--- src/rtl/des_decrypt_iter.sv ---
// Iterative DES engine: one Feistel round per clock, subkeys regenerated in reverse (K16..K1).
// Define DES_ENC_EN to add the `enc` input, which selects encryption for the accepted block.
module des_decrypt_iter #(
    parameter int ROUNDS = 16
) (
    input  logic        clk,
    input  logic        rst,
`ifdef DES_ENC_EN
    input  logic        enc,
`endif
    input  logic        in_valid,
    output logic        in_ready,
    input  logic [63:0] c,
    input  logic [63:0] key,
    output logic        out_valid,
    input  logic        out_ready,
    output logic [63:0] m
);
    localparam logic [1:0] IDLE = 2'd0, RUN = 2'd1, DONE = 2'd2;
    localparam int CW = $clog2(ROUNDS);

    // Tables use DES numbering: entry value n selects input bit n, bit 1 being the MSB.
    localparam int IP_T [0:63] = '{58,50,42,34,26,18,10,2, 60,52,44,36,28,20,12,4,
                                   62,54,46,38,30,22,14,6, 64,56,48,40,32,24,16,8,
                                   57,49,41,33,25,17,9,1,  59,51,43,35,27,19,11,3,
                                   61,53,45,37,29,21,13,5, 63,55,47,39,31,23,15,7};
    localparam int FP_T [0:63] = '{40,8,48,16,56,24,64,32, 39,7,47,15,55,23,63,31,
                                   38,6,46,14,54,22,62,30, 37,5,45,13,53,21,61,29,
                                   36,4,44,12,52,20,60,28, 35,3,43,11,51,19,59,27,
                                   34,2,42,10,50,18,58,26, 33,1,41,9,49,17,57,25};
    localparam int E_T [0:47] = '{32,1,2,3,4,5, 4,5,6,7,8,9, 8,9,10,11,12,13, 12,13,14,15,16,17,
                                  16,17,18,19,20,21, 20,21,22,23,24,25, 24,25,26,27,28,29, 28,29,30,31,32,1};
    localparam int P_T [0:31] = '{16,7,20,21,29,12,28,17, 1,15,23,26,5,18,31,10,
                                  2,8,24,14,32,27,3,9, 19,13,30,6,22,11,4,25};
    localparam int PC1_T [0:55] = '{57,49,41,33,25,17,9,1, 58,50,42,34,26,18,10,2,
                                    59,51,43,35,27,19,11,3, 60,52,44,36,63,55,47,39,
                                    31,23,15,7,62,54,46,38, 30,22,14,6,61,53,45,37,
                                    29,21,13,5,28,20,12,4};
    localparam int PC2_T [0:47] = '{14,17,11,24,1,5, 3,28,15,6,21,10, 23,19,12,4,26,8, 16,7,27,20,13,2,
                                    41,52,31,37,47,55, 30,40,51,45,33,48, 44,49,39,56,34,53, 46,42,50,36,29,32};
    // Each S-box is 64 nibbles in row-major order (row = b1b6, column = b2..b5), entry 0 at the MSB.
    localparam logic [255:0] SBOX [0:7] = '{
        256'hE4D12FB83A6C59070F74E2D1A6CB953841E8D62BFC973A50FC8249175B3EA06D,
        256'hF18E6B34972DC05A3D47F28EC01A69B50E7BA4D158C6932FD8A13F42B67C05E9,
        256'hA09E63F51DC7B428D70934A6285ECBF1D6498F30B12C5AE71AD069874FE3B52C,
        256'h7DE3069A1285BC4FD8B56F03472C1AE9A690CB7DF13E52843F06A1D8945BC72E,
        256'h2C417AB6853FD0E9EB2C47D150FA3986421BAD78F9C5630EB8C71E2D6F09A453,
        256'hC1AF92680D34E75BAF427C9561DE0B389EF528C3704A1DB6432C95FABE17608D,
        256'h4B2EF08D3C975A61D0B7491AE35C2F8614BDC37EAF6805926BD814A7950FE23C,
        256'hD2846FB1A93E50C71FD8A374C56B0E927B419CE206ADF35821E74A8DFC90356B};

    function automatic logic [63:0] perm_ip(input logic [63:0] x);
        logic [63:0] y;
        for (int i = 0; i < 64; i++) y[6'(63 - i)] = x[6'(64 - IP_T[6'(i)])];
        return y;
    endfunction

    function automatic logic [63:0] perm_fp(input logic [63:0] x);
        logic [63:0] y;
        for (int i = 0; i < 64; i++) y[6'(63 - i)] = x[6'(64 - FP_T[6'(i)])];
        return y;
    endfunction

    function automatic logic [47:0] perm_e(input logic [31:0] x);
        logic [47:0] y;
        for (int i = 0; i < 48; i++) y[6'(47 - i)] = x[5'(32 - E_T[6'(i)])];
        return y;
    endfunction

    function automatic logic [31:0] perm_p(input logic [31:0] x);
        logic [31:0] y;
        for (int i = 0; i < 32; i++) y[5'(31 - i)] = x[5'(32 - P_T[5'(i)])];
        return y;
    endfunction

    function automatic logic [55:0] perm_pc1(input logic [63:0] x);
        logic [55:0] y;
        for (int i = 0; i < 56; i++) y[6'(55 - i)] = x[6'(64 - PC1_T[6'(i)])];
        return y;
    endfunction

    function automatic logic [47:0] perm_pc2(input logic [55:0] x);
        logic [47:0] y;
        for (int i = 0; i < 48; i++) y[6'(47 - i)] = x[6'(56 - PC2_T[6'(i)])];
        return y;
    endfunction

    function automatic logic [31:0] feistel(input logic [31:0] rh, input logic [47:0] k);
        logic [47:0] x;
        logic [5:0]  six;
        logic [5:0]  idx;
        logic [31:0] s;
        x = perm_e(rh) ^ k;
        s = '0;
        for (int b = 0; b < 8; b++) begin
            six = x[6'(47 - 6 * b) -: 6];
            idx = {six[5], six[0], six[4:1]};
            s[5'(31 - 4 * b) -: 4] = SBOX[3'(b)][8'(255 - 4 * idx) -: 4];
        end
        return perm_p(s);
    endfunction

    // One Feistel round: rl = xr, rr = xl ^ f(xr, k).
    function automatic logic [63:0] des_round(input logic [31:0] xl, input logic [31:0] xr,
                                              input logic [47:0] k);
        return {xr, xl ^ feistel(xr, k)};
    endfunction

    function automatic logic [27:0] rotr28(input logic [27:0] x, input logic [1:0] s);
        case (s)
            2'd1:    return {x[0], x[27:1]};
            2'd2:    return {x[1:0], x[27:2]};
            default: return x;
        endcase
    endfunction

`ifdef DES_ENC_EN
    function automatic logic [27:0] rotl28(input logic [27:0] x, input logic [1:0] s);
        case (s)
            2'd1:    return {x[26:0], x[27]};
            2'd2:    return {x[25:0], x[27:26]};
            default: return x;
        endcase
    endfunction
`endif

    logic [1:0]    state_reg;
    logic [CW-1:0] cnt_reg;
    logic [31:0]   l_reg, r_reg;
    logic [27:0]   c_half_reg, d_half_reg;
    logic [1:0]    sh_dec;
    logic [27:0]   c_rot, d_rot;
    logic [47:0]   subkey;
    logic [63:0]   round_out;

    // PC1(key) is both C0 and C16, so decryption starts unrotated and walks backwards.
    always_comb begin
        sh_dec = 2'd2;
        if (cnt_reg == CW'(0))
            sh_dec = 2'd0;
        else if (cnt_reg == CW'(1) || cnt_reg == CW'(8) || cnt_reg == CW'(15))
            sh_dec = 2'd1;
    end

`ifdef DES_ENC_EN
    logic       enc_reg;
    logic [1:0] sh_enc;
    assign sh_enc = (cnt_reg == CW'(0) || cnt_reg == CW'(1) || cnt_reg == CW'(8) ||
                     cnt_reg == CW'(15)) ? 2'd1 : 2'd2;
    assign c_rot = enc_reg ? rotl28(c_half_reg, sh_enc) : rotr28(c_half_reg, sh_dec);
    assign d_rot = enc_reg ? rotl28(d_half_reg, sh_enc) : rotr28(d_half_reg, sh_dec);
`else
    assign c_rot = rotr28(c_half_reg, sh_dec);
    assign d_rot = rotr28(d_half_reg, sh_dec);
`endif

    assign subkey    = perm_pc2({c_rot, d_rot});
    assign round_out = des_round(l_reg, r_reg, subkey);
    assign in_ready  = (state_reg == IDLE);

    always_ff @(posedge clk or negedge rst) begin
        if (!rst) begin
            state_reg  <= IDLE;
            cnt_reg    <= '0;
            l_reg      <= '0;
            r_reg      <= '0;
            c_half_reg <= '0;
            d_half_reg <= '0;
            m          <= '0;
            out_valid  <= 1'b0;
`ifdef DES_ENC_EN
            enc_reg    <= 1'b0;
`endif
        end else begin
            case (state_reg)
                IDLE: if (in_valid) begin
                    {l_reg, r_reg}           <= perm_ip(c);
                    {c_half_reg, d_half_reg} <= perm_pc1(key);
                    cnt_reg                  <= '0;
                    state_reg                <= RUN;
`ifdef DES_ENC_EN
                    enc_reg                  <= enc;
`endif
                end
                RUN: begin
                    c_half_reg     <= c_rot;
                    d_half_reg     <= d_rot;
                    {l_reg, r_reg} <= round_out;
                    cnt_reg        <= cnt_reg + 1'b1;
                    if (cnt_reg == CW'(ROUNDS - 1))
                        state_reg <= DONE;
                end
                DONE: begin
                    if (!out_valid) begin
                        m         <= perm_fp({r_reg, l_reg});
                        out_valid <= 1'b1;
                    end else if (out_ready) begin
                        out_valid <= 1'b0;
                        state_reg <= IDLE;
                    end
                end
                default: state_reg <= IDLE;
            endcase
        end
    end
endmodule
--- config.mk ---
export PLATFORM = sky130hd
export DESIGN_NAME = des_decrypt_iter
export DESIGN_NICKNAME = d
export VERILOG_FILES = /design/src/rtl/des_decrypt_iter.sv
export SDC_FILE = /design/constraint.sdc
export NUM_CORES = 1
export LEC_CHECK = 0
export CORE_AREA = 2 2 78 80
export CTS_CLUSTER_DIAMETER = 120
export DETAILED_ROUTE_END_ITERATION = 16
export DIE_AREA = 0 0 80 82
export PLACE_DENSITY = 0.72
export SLEW_MARGIN = 15
export SYNTH_ARGS = -nofsm -noshare
export SYNTH_HDL_FRONTEND = slang
export SYNTH_SLANG_ARGS = --single-unit
--- constraint.sdc ---
create_clock -name clk -period 2.7 [get_ports clk]
set_clock_uncertainty 0.15 [all_clocks]
set_input_delay 0.405 -clock clk [delete_from_list [all_inputs] [get_ports clk]]
set_output_delay 0.405 -clock clk [all_outputs]
set_load 0.1 [all_outputs]
## After elaboration in Yosys (flattened, before gate mapping)

Index checks and enable logic that the tools add are counted.

| word-level totals | value |
|---|---|
| register bits after elaboration | 7 |
| input bits | 132 |
| output and inout bits | 66 |
| logic and storage cells | 24 |

| cells by class | value |
|---|---|
| add/subtract/negate cells | 1 |
| eq/ne operators | 7 |
| mux-type cells | 9 |
| reductions and logical operators | 4 |

Operators with widths:

| kind | count |
|---|---|
| $mux 2 | 4 |
| $ne 2x2->1 const B | 4 |
| $pmux 4 s2 | 1 |
| $pmux 2 s3 | 1 |
| $add 4x1->4 const B | 1 |
| $eq 4x4->1 const B | 1 |
| $mux 4 | 1 |
| $reduce_and 4->1 | 1 |
| $eq 2x1->1 const B | 1 |
| $eq 2x2->1 const B | 1 |
| $logic_not 2->1 | 1 |
| $mux 1 | 2 |
| $reduce_and 2->1 | 1 |
| $reduce_bool 2->1 | 1 |

## Depth between registers and ports, before layout

Gate-level depths: netlist (run 1).

| logic depth | value |
|---|---|
| depth in word-level cells | 3 |
| gate-level depth with buffers | 4 |
| gate-level depth less buffers | 4 |

## Worst setup path after synthesis (run 1)

OpenSTA, ideal clock, no wires.

| path | value |
|---|---|
| path type | register -> output |
| start | register state_reg[0] |
| end | output in_ready |
| data arrival time | 1.753 ns |
| data required time | 2.145 ns |
| slack | 0.392 ns |
| cell stages (with the launch flop) | 3 |
| path buffers | 1 |
| path through | dfrtp_1 buf_6 nor2_1 |

| on the way | value |
|---|---|
| longest elaborated chain between the ends | 1 |

RTL lines:

| element | line | text |
|---|---|---|
| start: declaration | 127 | `logic [1:0] state_reg;` |
| start signal: assignment | 163 | `state_reg <= IDLE;` |
| start signal: assignment | 180 | `state_reg <= RUN;` |
| start signal: assignment | 191 | `state_reg <= DONE;` |
| $logic_not 2->1 | 159 | `assign in_ready = (state_reg == IDLE);` |
| end: declaration | 12 | `output logic in_ready,` |

Every way passes these cells.

## Final worst setup path (run 1)

Same ends and word-level chain as after synthesis.

==> results of run 1 <==
power groups by stage:
stage | clock network [W] | logic (W) | registers [W]
2_1_floorplan | 0 | 0.000607 | 0.000244
4_1_cts | 0.000153 | 0.000622 | 0.000205
3_5_place_dp | 0 | 0.000622 | 0.000205
3_3_place_gp | 0 | 0.000616 | 0.000202
5_1_grt | 0.000160 | 0.000643 | 0.000211
6_report | 0.000149 | 0.000620 | 0.000205
area by class of cell:
class	count	area (µm²)	share of cell area, %
Multi-Input combinational cell	84	392	51.9
Sequential cell	7	175	23.2
Tap cell	75	93.8	12.4
Clock buffer	4	45.0	5.97
Timing Repair Buffer	5	45.0	5.97
Inverter	1	3.75	0.498
per-stage QoR:
stage	setup slack (ps)	area (µm²)	utilization (%)	hold slack [ps]	std cells
after floorplan	392	1060	-	-40.6	157
after global placement	1120	709	12.3	357	172
after detailed placement	1130	709	12.3	355	172
after CTS	880	754	13.1	299	176
after global routing	869	754	13.1	311	176
final	919	754	13.1	286	176
layout by cell type, fill, tap and decap left out:
master and instances:
sky130_fd_sc_hd__dfrtp_1 7, sky130_fd_sc_hd__a211o_1 1, sky130_fd_sc_hd__conb_1 64, sky130_fd_sc_hd__clkbuf_8 3
sky130_fd_sc_hd__clkbuf_1 1, sky130_fd_sc_hd__nand3_1 3, sky130_fd_sc_hd__a22o_1 1, sky130_fd_sc_hd__inv_2 1
sky130_fd_sc_hd__o21bai_4 1, sky130_fd_sc_hd__o21ai_1 2, sky130_fd_sc_hd__nand2b_1 1, sky130_fd_sc_hd__o21ai_0 1
sky130_fd_sc_hd__a41oi_1 1, sky130_fd_sc_hd__nor2_1 1, sky130_fd_sc_hd__a32o_1 1, sky130_fd_sc_hd__o311ai_2 1
sky130_fd_sc_hd__buf_4 2, sky130_fd_sc_hd__nand2_2 1, sky130_fd_sc_hd__nand2_1 3, sky130_fd_sc_hd__clkdlybuf4s50_1 3
sky130_fd_sc_hd__mux2i_1 1, sky130_fd_sc_hd__ha_1 1
kinds of logic (layout without fill, tap and decap cells):
family	after synthesis	after routing
adder cells (fa/ha/maj)	1	1
flip-flops	7	7
AO/OA/AOI/OAI	9	9
AND/OR/NAND/NOR	9	9
buffers and inverters	66	10
multiplexers	1	1
other	1	64
routing by layer:
metal	track usage [%]	part of all wire, %
met5	0	0
met4	2.54	2.3
met3	0.659	21
met2	4.17	40
met1	2.90	36
worst paths after layout:
path,start,endpoint,slack [ps],depth (start not counted)
worst max-delay path,state_reg[0]$_DFFE_PN0P_,in_ready,920,2
worst min-delay path,rst,cnt_reg[1]$_DFFE_PN0P_,290,1
worst max register to register,cnt_reg[0]$_DFFE_PN0P_,cnt_reg[2]$_DFFE_PN0P_,1460,4
worst min register to register,out_valid$_DFFE_PN0N_,out_valid$_DFFE_PN0N_,370,2
max in group asynchronous,rst,cnt_reg[2]$_DFFE_PN0P_,1880,1
min in group clk,out_valid$_DFFE_PN0N_,out_valid$_DFFE_PN0N_,370,2
cells in the mapped netlist, drive strengths merged:
cell type  instances
a22o               1
o21ai              3
ha                 1
a41oi              1
buf               65
o21bai             1
mux2i              1
a32o               1
dfrtp              7
nand2b             1
nand2              4
nand3              3
a211o              1
conb               1
o311ai             1
inv                1
nor2               1
worst max-delay path, stage by stage, from the launching register on:
cell                      delay, ps
sky130_fd_sc_hd__dfrtp_1        500
sky130_fd_sc_hd__nor2_1         190
sky130_fd_sc_hd__buf_4          310
==> run metrics, run 1 <==
outcome=complete, no violations; RSZ-0062 raised after global routing=false; Worst VDD drop=493 µV; Total Neg Setup Slack=0 ps; most area-hungry cell type in the Yosys netlist=sky130_fd_sc_hd__buf_4; number of vias per cell after detailed routing=about 2.4; number of warnings reported in the yosys synthesis log=0; final count of negative-setup-slack endpoints=0; clock sinks=7; number of buffers inserted during clock tree synthesis=3; Syn Area/Cell=8.79 µm²; total setup buffers inserted after CTS=0; sequential cell fraction of total power=between 20% and 30%; average wire per standard cell=5.54 µm; Port-buffer cells=5; Worst Path Required=2140 ps; top cells by area in the synthesized netlist=sky130_fd_sc_hd__buf_4 58%, sky130_fd_sc_hd__dfrtp_1 21%, sky130_fd_sc_hd__o21bai_4 2.3%; total track usage=2.65%; first-pass GRT wire length=1300 µm; Worst Setup Path Type=flip-flop to output pin; Worst Path Max Fanout=9; post-synthesis compound-gate area fraction=between 10% and 20%; net switching power=approximately 0.00063 W; number of antenna repair diodes=0; number of hold violations in the final report=0; 1st-pass router iterations=3; # fillers=669; total wire length after detailed routing=975 µm; maximum clock insertion buffer count=2; number of DRC markers after the initial detailed-route iteration=6; clock latency reported for the late side of the worst-skew pair=230 ps; clock power share=15.3%; clock root buffer master=sky130_fd_sc_hd__clkbuf_8; DR vias=~430; clock slew seen by the registers of the worst setup and hold paths=40 ps; synth-to-layout area growth=-8.64%; antenna violations before repair=0; RePlAce Congestion=0.712; #FFs+latches synth=7; Cell Area, Synth=slightly above 800 µm²; multiplexer area fraction after synthesis=1.21%; total half-perimeter wirelength after legalization and detailed placement=804 µm; crit path launch type=flip-flop; net count reported at finish=approximately 240; Resize count post-CTS=0; # H-tree levels=1; Final Slew Violations=0; sequential share of the synthesized area=21.2%; starting density of the core=roughly 14%; Power Dens Cells=1290 nW/µm²; area of the placeable core=5750 µm²; Row Count=28; number of top-level pins=slightly below 200; maximum clock frequency=561 MHz; xor and xnor area share after synthesis=0%; post-route clock period utilization=between 60% and 70%; arithmetic-cell share of the synthesized area counting full adders, half adders and majority gates=1.52%; count of maximum capacitance violations=0; part of the power in combinational logic=63.7%; clock tree from TritonCTS=built; count of hold buffers inserted by post-cts repair=0; Lkg Pwr=0.393 nW; Die Y=82 µm; x dimension of the die=80 µm; Power Total=0.000974 W; ratio of cells with drive above 1 in the final layout=between 8 and 9%; area of the die=6560 µm²; flip-flop count of the largest register after layout=4; via count of the first global-routing pass=roughly 300; aggregate global routing overflow=0; minimum clock period after layout=1780 ps; final routed DRC violation total=0; internal power=0.000344 W; share of Yosys cell area claimed by the top area cell type=58.2%; Synth Area in Simple Gates=5.15%; combinational family with the most area after synthesis=buffers and inverters; pin count of the biggest net entering global routing=10; Sw Ratio=64.6%; critical path capture point type=output pin; data arrival time of the worst path=approximately 1200 ps; post-synth cell types=20; Antenna Nets Post-Route=0; worst min-delay path category=input port to async pin; Syn Inst Count=94
Power figures use the tool's default switching activity.
==> inputs of run 2 (changes only) <==
Settings changed: CORE_AREA 2 2 78 80 to 2 2 77 79, DIE_AREA 0 0 80 82 to 0 0 79 81, PLACE_DENSITY 0.72 to 0.73.
Clock period 2.7 ns to 1.77 ns, I/O delays scaled along.
==> run metrics, run 2 (synthesis gave the netlist of run 1 again) <==
flip-flop count of the largest register after layout=4 (unchanged); routed length on met1=266 µm (-24%); pin count of the biggest net entering global routing=10 (unchanged); Setup crit start=state_reg[0]$_DFFE_PN0P_; outcome=complete, no violations; Core Util, Final=13.8% (+0.65 points); minimum clock period after layout=1540 ps; area of the die=6400 µm² (-2.5%); CP max stage cell=sky130_fd_sc_hd__dfrtp_1; post-route clock period utilization=approximately 87%; maximum clock frequency=about 650 MHz; clock slew seen by the registers of the worst setup and hold paths=40 ps (about the same); Worst VDD drop=356 µV (-28%); ratio of cells with drive above 1 in the final layout=9.90% (+0.99 points); cell depth of the worst flop-to-flop path=4 (unchanged); RSZ-0062 raised after global routing=false; RePlAce Congestion=0.756 (+6.2%); synth-to-layout area growth=-5.30%; area of the placeable core=5680 µm² (-1.2%); critical path capture point type=output pin; CP Buf/Inv Count=1 (unchanged); Worst path max stage delay=500 ps (about the same); Port-buffer cells=5 (unchanged); cells along the critical path=nor2_2 > buf_12; CP Depth=2 (unchanged); # H-tree levels=1 (unchanged); final routed DRC violation total=0 (unchanged); worst min-delay path category=input port to async pin; Worst Setup Path Type=flip-flop to output pin; Hold Slack=153 ps (-132 ps); number of buffers inserted during clock tree synthesis=3 (unchanged); storage element area=175 µm² (unchanged); total track usage=2.85% (+0.20 points); wire length on met2=385 µm (-1.8%); capture point of the worst path=in_ready; number of vias per cell after detailed routing=2.50 (+2.1%); Power Dens Cells=1970 nW/µm² (+53%); number of hold violations in the final report=0 (unchanged); total half-perimeter wirelength after legalization and detailed placement=832 µm (+3.5%); Final Slew Violations=0 (unchanged); # fillers=658 (-1.6%); final count of negative-setup-slack endpoints=0 (unchanged); Resize count post-CTS=0 (unchanged); Die Y=81 µm (-1.2%); number of antenna repair diodes=0 (unchanged); first-pass GRT wire length=1260 µm (-3.2%); Total Neg Setup Slack=0 ps (unchanged); Antenna Nets Post-Route=0 (unchanged); via count of the first global-routing pass=296 (-2.3%); total setup buffers inserted after CTS=0 (unchanged); clock tree from TritonCTS=built; top layer used by detailed routing=met4; crit path launch type=flip-flop; clock root buffer master=sky130_fd_sc_hd__clkbuf_8; count of hold buffers inserted by post-cts repair=0 (unchanged); Worst Path Max Fanout=9 (unchanged); net count reported at finish=235 (unchanged); clock sinks=7 (unchanged); Row Count=28 (unchanged); antenna violations before repair=0 (unchanged); number of DRC markers after the initial detailed-route iteration=5 (-1); Worst Path Required=1350 ps (-790 ps); data arrival time of the worst path=1120 ps (-110 ps); delay-heaviest family, CP=flip-flops; DR vias=440 (+2.1%); count of maximum capacitance violations=0 (unchanged); most common cell after layout, fill and taps aside=sky130_fd_sc_hd__conb_1; multi-input gate area in the final layout=394 µm² (+0.64%); x dimension of the die=79 µm (-1.3%); aggregate global routing overflow=0 (unchanged); clock latency reported for the late side of the worst-skew pair=220 ps (about the same); Lkg Pwr=0.400 nW (+1.9%); maximum clock insertion buffer count=2 (unchanged); commonest non-fill, non-tap cells in the layout=64 x sky130_fd_sc_hd__conb_1, 7 x sky130_fd_sc_hd__dfrtp_1; minimum setup slack among reg-to-reg paths=500 ps (-960 ps); total wire length after detailed routing=989 µm (+1.4%); 1st-pass router iterations=2 (-1); number of top-level pins=198 (unchanged); launch point of the worst reg-to-reg path=cnt_reg[0]$_DFFE_PN0P_; worst reg2reg path endpoint=cnt_reg[2]$_DFFE_PN0P_; metal3 WL=321 µm (+54%); average wire per standard cell=5.62 µm (+1.4%); starting density of the core=14.6% (+0.18 points)
run 2: cell counts in the layout (fill, tap and decap cells not counted):
No cell type changed its count.
run 2: layer usage:
layer	GRT usage [%]	vias up
met5	0	-
met2	3.90	59
li1	-	188
met3	3.00	2
met1	2.27	191
met4	2.59	0
run 2: worst min path at each step:
stage                                      start                endpoint  depth (start not counted)
after global routing                         rst  cnt_reg[1]$_DFFE_PN0P_                          1
final                                        rst  cnt_reg[0]$_DFFE_PN0P_                          1
after detailed placement  cnt_reg[0]$_DFFE_PN0P_  cnt_reg[0]$_DFFE_PN0P_                          1
after CTS                                    rst  cnt_reg[0]$_DFFE_PN0P_                          1
after floorplan                              rst  cnt_reg[0]$_DFFE_PN0P_                          0
after global placement    cnt_reg[1]$_DFFE_PN0P_  cnt_reg[1]$_DFFE_PN0P_                          1
run 2: per-stage QoR:
| step | setup WS (ps) | instance area (µm²) | std cells | power (W) |
|---|---|---|---|---|
| after detailed placement | 403 | 737 | 172 | 0.00132 |
| after global placement | 412 | 737 | 172 | 0.00130 |
| after floorplan | 63.2 | 1060 | 157 | 0.00130 |
| final | 231 | 782 | 176 | 0.00154 |
| after CTS | 220 | 782 | 176 | 0.00155 |
| after global routing | 154 | 782 | 176 | 0.00161 |
run 2: cell type report:
class                   count  area share (%)
flip-flops and latches      7            22.4
well taps                  75            12.0
multi-input cells          84            50.4
inverters                   1           0.480
clock buffers               4            5.76
repair buffers              5            8.96
run 2: worst register-to-register path, stage by stage, from the launching register on:
cell	delay (ps)
sky130_fd_sc_hd__dfrtp_1	400
sky130_fd_sc_hd__ha_1	260
sky130_fd_sc_hd__nand2b_1	90
sky130_fd_sc_hd__mux2i_1	70
sky130_fd_sc_hd__a22o_1	180
run 2: where the power goes:
group	switching, W	internal (W)
logic	0.000821	0.000183
clock network	0.0000642	0.000155
registers	0.0000891	0.000230
total	0.000974	0.000569
